`src/rtl/max7219_sequencer_pkg.sv`:
```
// Shared MAX7219 register map, sequencer/write-port state encodings and the
// write descriptor handed from the sequencer to the write port.
package max7219_sequencer_pkg;

  localparam logic [3:0] REG_NOOP      = 4'h0;
  localparam logic [3:0] REG_DIGIT0    = 4'h1;
  localparam logic [3:0] REG_DECODE    = 4'h9;
  localparam logic [3:0] REG_INTENSITY = 4'hA;
  localparam logic [3:0] REG_SCANLIMIT = 4'hB;
  localparam logic [3:0] REG_SHUTDOWN  = 4'hC;
  localparam logic [3:0] REG_TEST      = 4'hF;

  localparam int INIT_WRITES = 6;

  // ST_SHDN carries the single shutdown write issued on enable fall.
  typedef enum logic [2:0] {
    ST_OFF, ST_INIT, ST_READY, ST_FRAME, ST_SHDN
  } seq_state_t;

  typedef enum logic [1:0] {
    WP_IDLE, WP_ISSUE, WP_WAIT_ACK, WP_WAIT_DONE
  } wp_state_t;

  typedef struct packed {
    logic [3:0] addr;
    logic [7:0] data;
  } wr_t;

  function automatic int max2(input int a, input int b);
    return (a > b) ? a : b;
  endfunction

endpackage

```
`src/rtl/max7219_write_port.sv`:
```
// One register write to the serial driver: strobe, wait for busy to rise
// (bounded by ACK_TIMEOUT), then wait for busy to fall.
module max7219_write_port
  import max7219_sequencer_pkg::*;
#(
  parameter int ACK_TIMEOUT = 7
) (
  input  logic       i_clk,
  input  logic       i_reset_n,
  input  logic       i_req,
  input  wr_t        i_wr,
  input  logic       i_drv_busy,
  output logic       o_drv_stb,
  output logic [3:0] o_drv_addr,
  output logic [7:0] o_drv_data,
  output logic       o_active,
  output logic       o_done,
  output logic       o_timeout
);

  localparam int CW = $clog2(ACK_TIMEOUT + 1);

  wp_state_t       r_state, w_state_nxt;
  logic [CW-1:0]   r_cnt;
  logic [3:0]      r_addr;
  logic [7:0]      r_data;

  always_ff @(posedge i_clk) begin
    if (!i_reset_n) begin
      r_state <= WP_IDLE;
      r_cnt   <= '0;
      r_addr  <= '0;
      r_data  <= '0;
    end else begin
      r_state <= w_state_nxt;
      // Address/data latch at acceptance and hold until the next acceptance.
      if (r_state == WP_IDLE && i_req && !i_drv_busy) begin
        r_addr <= i_wr.addr;
        r_data <= i_wr.data;
      end
      if (r_state == WP_ISSUE)         r_cnt <= '0;
      else if (r_state == WP_WAIT_ACK) r_cnt <= r_cnt + 1'b1;
    end
  end

  always_comb begin
    w_state_nxt = r_state;
    o_done      = 1'b0;
    o_timeout   = 1'b0;
    case (r_state)
      WP_IDLE:      if (i_req && !i_drv_busy) w_state_nxt = WP_ISSUE;
      WP_ISSUE:     w_state_nxt = WP_WAIT_ACK;
      WP_WAIT_ACK: begin
        if (i_drv_busy) begin
          w_state_nxt = WP_WAIT_DONE;
        end else if (r_cnt == CW'(ACK_TIMEOUT - 1)) begin
          w_state_nxt = WP_IDLE;
          o_done      = 1'b1;
          o_timeout   = 1'b1;
        end
      end
      WP_WAIT_DONE: begin
        if (!i_drv_busy) begin
          w_state_nxt = WP_IDLE;
          o_done      = 1'b1;
        end
      end
      default:      w_state_nxt = WP_IDLE;
    endcase
  end

  assign o_drv_stb  = (r_state == WP_ISSUE);
  assign o_drv_addr = r_addr;
  assign o_drv_data = r_data;
  assign o_active   = (r_state != WP_IDLE);

endmodule

```
`src/rtl/max7219_sequencer.sv`:
```
// MAX7219 init/refresh sequencer: runs the init table on enable, rewrites
// intensity and all digits from a shadow snapshot per refresh, shuts down on disable.
module max7219_sequencer
  import max7219_sequencer_pkg::*;
#(
  parameter int NUM_DIGITS  = 8,
  parameter int ACK_TIMEOUT = 7
) (
  input  logic                    i_clk,
  input  logic                    i_reset_n,
  input  logic                    i_enable,
  input  logic                    i_refresh_stb,
  input  logic [3:0]              i_intensity,
  input  logic [8*NUM_DIGITS-1:0] i_digits,
  output logic                    o_init_done,
  output logic                    o_ready,
  output logic                    o_err,
  output logic                    o_drv_stb,
  output logic [3:0]              o_drv_addr,
  output logic [7:0]              o_drv_data,
  input  logic                    i_drv_busy
);

  localparam int NW = max2(INIT_WRITES, NUM_DIGITS + 1);
  localparam int IW = $clog2(NW);
  localparam int DW = (NUM_DIGITS > 1) ? $clog2(NUM_DIGITS) : 1;

  seq_state_t    r_state, w_state_nxt;
  logic [IW-1:0] r_idx;
  logic          r_init_done, r_err, r_pend;
  logic [3:0]    r_sh_int;
  logic [7:0]    r_sh_dig [NUM_DIGITS];

  wr_t           w_wr;
  logic          w_req, w_active, w_done, w_timeout, w_last;
  logic          w_adv, w_clr_idx, w_snap, w_set_done;
  logic [DW-1:0] w_didx;

  max7219_write_port #(.ACK_TIMEOUT(ACK_TIMEOUT)) u_port (
    .i_clk      (i_clk),
    .i_reset_n  (i_reset_n),
    .i_req      (w_req),
    .i_wr       (w_wr),
    .i_drv_busy (i_drv_busy),
    .o_drv_stb  (o_drv_stb),
    .o_drv_addr (o_drv_addr),
    .o_drv_data (o_drv_data),
    .o_active   (w_active),
    .o_done     (w_done),
    .o_timeout  (w_timeout)
  );

  assign w_didx = DW'(r_idx - 1'b1);

  // Write descriptor for the current table entry.
  always_comb begin
    w_wr.addr = REG_NOOP;
    w_wr.data = 8'h00;
    w_last    = 1'b0;
    case (r_state)
      ST_INIT: begin
        w_last = (r_idx == IW'(INIT_WRITES - 1));
        case (r_idx)
          IW'(0):  w_wr = '{REG_SHUTDOWN,  8'h00};
          IW'(1):  w_wr = '{REG_TEST,      8'h00};
          IW'(2):  w_wr = '{REG_DECODE,    8'h00};
          IW'(3):  w_wr = '{REG_SCANLIMIT, 8'(NUM_DIGITS - 1)};
          IW'(4):  w_wr = '{REG_INTENSITY, {4'h0, i_intensity}};
          default: w_wr = '{REG_SHUTDOWN,  8'h01};
        endcase
      end
      ST_FRAME: begin
        w_last = (r_idx == IW'(NUM_DIGITS));
        if (r_idx == '0) w_wr = '{REG_INTENSITY, {4'h0, r_sh_int}};
        else             w_wr = '{REG_DIGIT0 + 4'(r_idx) - 4'd1, r_sh_dig[w_didx]};
      end
      ST_SHDN: w_wr = '{REG_SHUTDOWN, 8'h00};
      default: ;
    endcase
  end

  always_comb begin
    w_state_nxt = r_state;
    w_req       = 1'b0;
    w_adv       = 1'b0;
    w_clr_idx   = 1'b0;
    w_snap      = 1'b0;
    w_set_done  = 1'b0;
    case (r_state)
      ST_OFF: begin
        if (i_enable) begin
          w_state_nxt = ST_INIT;
          w_clr_idx   = 1'b1;
        end
      end
      ST_INIT, ST_FRAME: begin
        // Withholding the request on disable lets an in-flight write finish.
        w_req = i_enable;
        if (w_done) begin
          if (!i_enable) begin
            w_state_nxt = ST_SHDN;
          end else if (w_last) begin
            w_state_nxt = ST_READY;
            w_set_done  = (r_state == ST_INIT);
          end else begin
            w_adv = 1'b1;
          end
        end else if (!w_active && !i_enable) begin
          w_state_nxt = ST_SHDN;
        end
      end
      ST_READY: begin
        if (!i_enable) begin
          w_state_nxt = ST_SHDN;
        end else if (i_refresh_stb || r_pend) begin
          w_state_nxt = ST_FRAME;
          w_clr_idx   = 1'b1;
          w_snap      = 1'b1;
        end
      end
      ST_SHDN: begin
        w_req = 1'b1;
        if (w_done) w_state_nxt = ST_OFF;
      end
      default: w_state_nxt = ST_OFF;
    endcase
  end

  always_ff @(posedge i_clk) begin
    if (!i_reset_n) begin
      r_state     <= ST_OFF;
      r_idx       <= '0;
      r_init_done <= 1'b0;
      r_err       <= 1'b0;
      r_pend      <= 1'b0;
      r_sh_int    <= '0;
      for (int k = 0; k < NUM_DIGITS; k++) r_sh_dig[k] <= '0;
    end else begin
      r_state <= w_state_nxt;
      if (w_clr_idx)  r_idx <= '0;
      else if (w_adv) r_idx <= r_idx + 1'b1;
      if (w_set_done)                                   r_init_done <= 1'b1;
      else if (r_state == ST_SHDN && w_state_nxt == ST_OFF) r_init_done <= 1'b0;
      if (w_timeout) r_err <= 1'b1;
      if (r_state == ST_SHDN || r_state == ST_OFF || w_snap)
        r_pend <= 1'b0;
      else if (i_refresh_stb && (r_state == ST_INIT || r_state == ST_FRAME))
        r_pend <= 1'b1;
      if (w_snap) begin
        r_sh_int <= i_intensity;
        for (int k = 0; k < NUM_DIGITS; k++) r_sh_dig[k] <= i_digits[8*k +: 8];
      end
    end
  end

  assign o_init_done = r_init_done;
  assign o_err       = r_err;
  assign o_ready     = (r_state == ST_READY) && r_init_done && !r_pend;

endmodule

```
`config.mk`:
```
export PLATFORM = sky130hd
export DESIGN_NAME = max7219_sequencer
export DESIGN_NICKNAME = d
export VERILOG_FILES = /design/src/rtl/max7219_sequencer_pkg.sv /design/src/rtl/max7219_write_port.sv /design/src/rtl/max7219_sequencer.sv
export SDC_FILE = /design/constraint.sdc
export NUM_CORES = 1
export LEC_CHECK = 0
export ABC_AREA = 1
export CELL_PAD_IN_SITES_DETAIL_PLACEMENT = 2
export CELL_PAD_IN_SITES_GLOBAL_PLACEMENT = 2
export CORE_MARGIN = 1.5
export CORE_UTILIZATION = 28
export CTS_BUF_LIST = sky130_fd_sc_hd__clkbuf_16
export DETAILED_ROUTE_END_ITERATION = 10
export HOLD_SLACK_MARGIN = 0.1
export PLACE_DENSITY = 0.89
export SKIP_LAST_GASP = 1
export SYNTH_ARGS = -nofsm -noshare
export SYNTH_HDL_FRONTEND = slang
export SYNTH_SLANG_ARGS = --single-unit
```
`constraint.sdc`:
```
create_clock -name i_clk -period 3.3 [get_ports i_clk]
set_input_delay 0.99 -clock i_clk [delete_from_list [all_inputs] [get_ports i_clk]]
set_output_delay 0.99 -clock i_clk [all_outputs]
set_load 0.01 [all_outputs]
```
==> flow_metrics.py, run 1 <==
metrics = {
    "grt": {
        "grt_pass1_wl_um": 24300,
        "grt_pass1_vias": 4765,
        "antenna_found_initial": 0,
        "grt_max_degree": 65,
        "grt_use_total_pct": 17.3,
        "grt-ovfl-total": 0,
    },
    "drt": {
        "avgRoutedWirePerCell_um": 16.0,
        "vias": 4198,
        "routed_wl_um": 14700,
        "viasPerCell": 4.59,
        "drt-initial-drc-count": 139,
        "detail_route.first_pass.iterations": 4,
        "drc": 0,
        "antenna_left": 0,
    },
    "pwr": {
        "p_leak_nw": 2.77,
        "power_mw": 2.97,
        "power_density_mw_per_mm2": 467,
        "ir_drop_uv": 248,
    },
    "critical_path": {
        "cp_max_fo": 3,
        "crit_arrival_ps": 1760,
        "cp-end-kind": "output pin",
        "reg2reg_to": "u_port.o_drv_data[6]",
        "required_ps": 2310,
        "reg2reg_depth": 9,
        "worstSetupStartpointType": "register",
        "r2r_slack_ps": 680,
        "crit_type": "reg -> out",
        "r2r-start": "r_idx[1]",
    },
    "synthesis": {
        "syn_inst": 599,
        "ys.flop_type": "edfxtp_1",
        "synthArstFlopShare_pct": 0,
        "ys_top_cells_by_area": "edfxtp_1, dfxtp_1, nand2_1",
        "synth_mux_area_share_pct": 0,
        "synthXorXnorAreaFrac_pct": 1.02,
        "synth_compound_area_share_pct": 10.2,
        "synth-simple-area-share_pct": 24.1,
        "synth_top_area_share_pct": 39.2,
        "syn_area_mm2": 0.00490,
        "synth_top_family_by_area": "simple AND/OR/NAND/NOR gates",
        "yosysSeqAreaShare_pct": 51.9,
        "avgSynthCellArea_um2": 8.18,
        "synth-edff-count": 64,
        "synth_warnings": 0,
        "ys_types": 36,
        "yosysTopAreaCell": "edfxtp_1",
        "syn_nets": 678,
        "synth_seq_cells": 95,
        "synth_fa_ha_area_share_pct": 1.53,
    },
    "sta": {
        "maxSlewHeadroom_pct": 44.8,
        "setup-violations-final": 0,
        "clock.fmax_ghz": 0.364,
        "fin_tns_setup_ps": 0,
        "period_minus_slack_ps": 2750,
        "fin_crit_sh_pct": 83.3,
        "worst_pin_slew_ps": 826,
        "slew_viol_final": 0,
        "rsz0062_at_grt": "no",
        "hold-worst-slack_ps": 466,
        "hold_viol": 0,
        "clock_skew_ps": 7.51,
    },
    "clocking": {
        "cts-buffers-inserted": 9,
        "clkTransAtPathRegs_ps": 70,
        "clockBufferDepth": 2,
        "clock_latency_ps": 360,
        "cts_hold_buffers": 0,
        "numClockSinks": 95,
        "ctsResizeCount": 0,
        "htree_levels": 3,
        "post_cts.repair.setup_buffers": 0,
        "cts_tree": "done",
        "clockRootBuffer": "clkbuf_16",
    },
    "placed_design": {
        "placed_cell_area_mm2": 0.00602,
        "portBuffers": 88,
        "place.gp.congestion": 0.847,
        "place_hpwl_um": 10900,
    },
    "final_layout": {
        "fin_nets": 764,
        "antenna-diode-count": 0,
        "fin_util_pct": 36.9,
        "fillers": 1961,
        "layout_common_cells": "nand2_1, inv_1, nor2_1",
        "drive_above_1_share_pct": 9.28,
        "stdcell_area_mm2": 0.00634,
        "area_growth_pct": 29.4,
        "layout_commonest_cell": "nand2_1",
    },
    "floorplanning": {
        "fp.dieH_um": 135,
        "dieArea_mm2": 0.0183,
        "coreArea_mm2": 0.0172,
        "initial_core_util_pct": 28.5,
        "rows": 48,
        "ios": 89,
        "fp.dieW_um": 135,
    },
    "run": {
        "maxCapViolCount": 0,
    },
    "hold_path": {
        "min-delay-start": "o_err",
        "hp-class": "reg -> reg",
        "whs_path_depth": 2,
        "min_to": "o_err",
    },
    "status": {
        "outcome": "completed",
    },
}
[how the worst max path moves through the flow]
stage,from,slack (ps),cells after the start,to
floorplan,i_enable,170,4,r_sh_dig[0][0]
global placement,i_enable,630,6,r_sh_dig[7][3]
detailed placement,i_enable,530,6,r_sh_dig[4][3]
CTS,r_state[0],540,6,o_ready
global route,r_idx[1],370,9,u_port.o_drv_addr[1]
finish,r_state[0],550,6,o_ready
[layout make-up]
| class | instances | area [um^2] | share of cell area [%] |
|---|---|---|---|
| Clock buffer | 9 | 225 | 3.55 |
| Multi-Input combinational cell | 371 | 1810 | 28.5 |
| Tap cell | 225 | 282 | 4.44 |
| Inverter | 112 | 423 | 6.67 |
| Clock inverter | 7 | 100 | 1.58 |
| Timing Repair Buffer | 96 | 966 | 15.2 |
| Sequential cell | 95 | 2540 | 40.1 |
[through the flow]
step / setup WS (ps) / std cells
2_1_floorplan: 173 / 599
3_3_place_gp: 625 / 899
3_5_place_dp: 527 / 899
4_1_cts: 540 / 915
5_1_grt: 372 / 915
6_report: 552 / 915
[worst max-delay path, cell delays in order (launching register included)]
cell and delay, ps:
dfxtp_1 360, inv_1 90, nand3_1 120, inv_1 120
nand2_1 50, nor2_1 110, clkdlybuf4s50_1 550
[cells by family (layout without fill, tap and decap cells)]
kind of cell             after synthesis  after routing
buffers and inverters                133            224
AO/OA/AOI/OAI                         91             91
flip-flops                            95             95
XOR/XNOR                               4              4
adder cells (fa/ha/maj)                6              6
AND/OR/NAND/NOR                      270            270
[state kept, by name, indices dropped and copies added, names as in the netlist]
register           cells
o_err                  1
u_port.r_state         2
u_port.o_drv_data      8
o_init_done            1
r_pend                 1
r_sh_dig              64
r_state                3
r_sh_int               4
r_idx                  4
u_port.o_drv_addr      4
u_port.r_cnt           3
[per-layer routing]
layer	up-vias	GRT usage, %	wire, um
met3	22	3.03	486
met5	-	0	0
met4	0	5.79	257
met2	72	31.3	7540
li1	2063	-	-
met1	2041	20.8	6370
[Yosys cell counts (2+ instances only)]
master	n
nand3_1	33
buf_4	3
inv_2	7
nand2_1	113
buf_2	8
nor2_1	94
nor3_1	2
edfxtp_1	64
o22ai_1	3
clkbuf_1	6
nor2_8	2
buf_6	3
nor2_2	14
nand2_4	2
nor2_4	3
ha_1	6
o211ai_1	7
xor2_1	2
o21ai_2	3
nand2_2	5
a21oi_1	32
o21ai_0	40
dfxtp_1	31
o21ai_1	2
inv_1	103
[power by group]
group	internal [mW]	total (mW)	switching, mW
clock network	0.672	1.16	0.491
registers	1.33	1.38	0.0471
logic	0.180	0.426	0.246
(Power assumes the default switching activity.)
==> run 2, diff against run 1 <==
==> constraint.sdc (replaced) <==
create_clock -name i_clk -period 2.25 [get_ports i_clk]
set_input_delay 0.675 -clock i_clk [delete_from_list [all_inputs] [get_ports i_clk]]
set_output_delay 0.675 -clock i_clk [all_outputs]
set_load 0.01 [all_outputs]
==> run 2 against run 1 <==
Against the previous run:
- non-clock buffer count up 15
- combinational power up 50%
- first-iteration DRC count up 11%
- routed wire length up 5.4%
- largest cell class unchanged
- largest power group unchanged
==> flow_metrics.py, run 2 (synthesis gave the netlist of run 1 again) <==
metrics = {
    "status": {
        "outcome": "completed",
    },
    "grt": {
        "antenna_found_initial": 0,
        "grt_max_degree": 50,
        "grt_pass1_vias": 4932,
        "grt_use_total_pct": 18.3,
        "grt-ovfl-total": 0,
        "grt_pass1_wl_um": 25300,
    },
    "sta": {
        "worst_pin_slew_ps": 561,
        "slew_viol_final": 0,
        "clock_skew_ps": 7.51,
        "rsz0062_at_grt": "no",
        "maxSlewHeadroom_pct": 62.5,
        "period_minus_slack_ps": 2130,
        "hold_viol": 0,
        "setup-violations-final": 0,
        "fin_crit_sh_pct": 94.6,
        "clock.fmax_ghz": 0.470,
    },
    "drt": {
        "vias": 4338,
        "viasPerCell": 4.66,
        "detail_route.first_pass.iterations": 4,
        "routed_wl_um": 15400,
        "avgRoutedWirePerCell_um": 16.6,
        "drt-initial-drc-count": 154,
        "drc": 0,
        "antenna_left": 0,
    },
    "critical_path": {
        "worstSetupStartpointType": "register",
        "crit_arrival_ps": 1450,
        "crit_type": "reg -> out",
        "path_cells": "inv_2 > nand2_1 > inv_1 > clkdlybuf4s50_1",
        "crit_slowest_cell": "clkdlybuf4s50_1",
        "cp-end-kind": "output pin",
        "required_ps": 1570,
        "critPathBufInv": 3,
        "crit_family": "buffers and inverters",
        "cp_max_fo": 4,
        "slowest_delay_ps": 520,
    },
    "final_layout": {
        "fin_util_pct": 37.4,
        "layout_commonest_cell": "nand2_1",
        "area_growth_pct": 31.2,
        "fillers": 1977,
        "antenna-diode-count": 0,
        "final_cells": 930,
        "drive_above_1_share_pct": 11.5,
        "largest_register": "r_sh_dig",
        "layout_common_cells": "nand2_1, inv_1, nor2_1",
        "largest_register_ffs": 64,
        "fin_nets": 779,
    },
    "pwr": {
        "switching_share_pct": 27.4,
        "p_comb_share_pct": 15.5,
        "clkPwrFrac_pct": 35.3,
        "power_mw": 4.11,
        "pwr-share-seq_pct": 49.2,
        "p_leak_nw": 2.83,
        "intPower_mw": 2.98,
        "ir_drop_uv": 391,
        "power_density_mw_per_mm2": 639,
        "switchingPower_mw": 1.13,
    },
    "floorplanning": {
        "initial_core_util_pct": 28.5,
        "coreArea_mm2": 0.0172,
        "rows": 48,
        "fp.dieH_um": 135,
        "fp.dieW_um": 135,
        "ios": 89,
        "dieArea_mm2": 0.0183,
    },
    "placed_design": {
        "place_hpwl_um": 11900,
        "place_inst": 914,
        "place.gp.congestion": 0.823,
        "portBuffers": 88,
    },
    "clocking": {
        "clockBufferDepth": 2,
        "cts_tree": "done",
        "clkTransAtPathRegs_ps": 70,
        "clock_latency_ps": 360,
        "clockRootBuffer": "clkbuf_16",
        "numClockSinks": 95,
        "cts-buffers-inserted": 9,
        "post_cts.repair.setup_buffers": 0,
        "htree_levels": 3,
    },
    "run": {
        "maxCapViolCount": 0,
    },
    "hold_path": {
        "hp-class": "reg -> reg",
    },
}
## run 2: power groups by stage
stage	sequential, mW	clock, mW	combinational, mW
after detailed placement	2.06	0	0.644
after global routing	2.03	1.58	0.710
final	2.02	1.45	0.637
after CTS	2.02	1.50	0.650
after floorplan	2.04	0	0.341
after global placement	2.05	0	0.607
## run 2: stage by stage
stage | hold WS [ps] | area (um^2) | TNS (ps) | setup slack [ps]
after floorplan | 442 | 4900 | 0 | 60.4
after global placement | 443 | 6160 | 0 | 46.6
after detailed placement | 467 | 6160 | -3.25 | -0.654
after CTS | 479 | 6430 | 0 | 3.93
after global routing | 508 | 6430 | 0 | 11.0
final | 474 | 6430 | 0 | 122
## run 2: layout make-up
cell class,instances,area [um^2],share of cell area (%)
inverter,112,423,6.58
timing repair buffer,111,1100,17.1
tap,225,282,4.38
sequential,95,2540,39.6
clock buffer,9,225,3.50
multi-input combinational,371,1810,28.1
clock inverter,7,48.8,0.759
## run 2: layer usage
metal,routed length (um),track usage (%),vias to the layer above,share of wire (%)
li1,-,-,2087,-
met1,6330,21.5,2106,41
met2,7980,33.1,115,52
met3,741,2.47,30,4.8
met4,386,8.30,0,2.5
met5,0,0,-,0
## run 2: worst reg2reg max path, stage by stage, from the launching register on
cell     delay, ps
dfxtp_1        470
inv_1          120
ha_1           330
xor2_2         490
nand3_1        150
nand3_1        160
nand3_1        110
nand2_1         70
a21oi_1         60
## run 2: final timing paths
kind         slack (ps)              start  depth (start not counted)                   end
max                 120  u_port.r_state[1]                          4             o_drv_stb
min                 470              o_err                          2                 o_err
max reg2reg         190           r_idx[1]                          8  u_port.o_drv_data[0]
min reg2reg         470              o_err                          2                 o_err
## run 2: timing repair
action	in CTS	in global routing
endpoints found under the setup margin	1	1
hold buffers	0	0
gates resized for setup	1	1
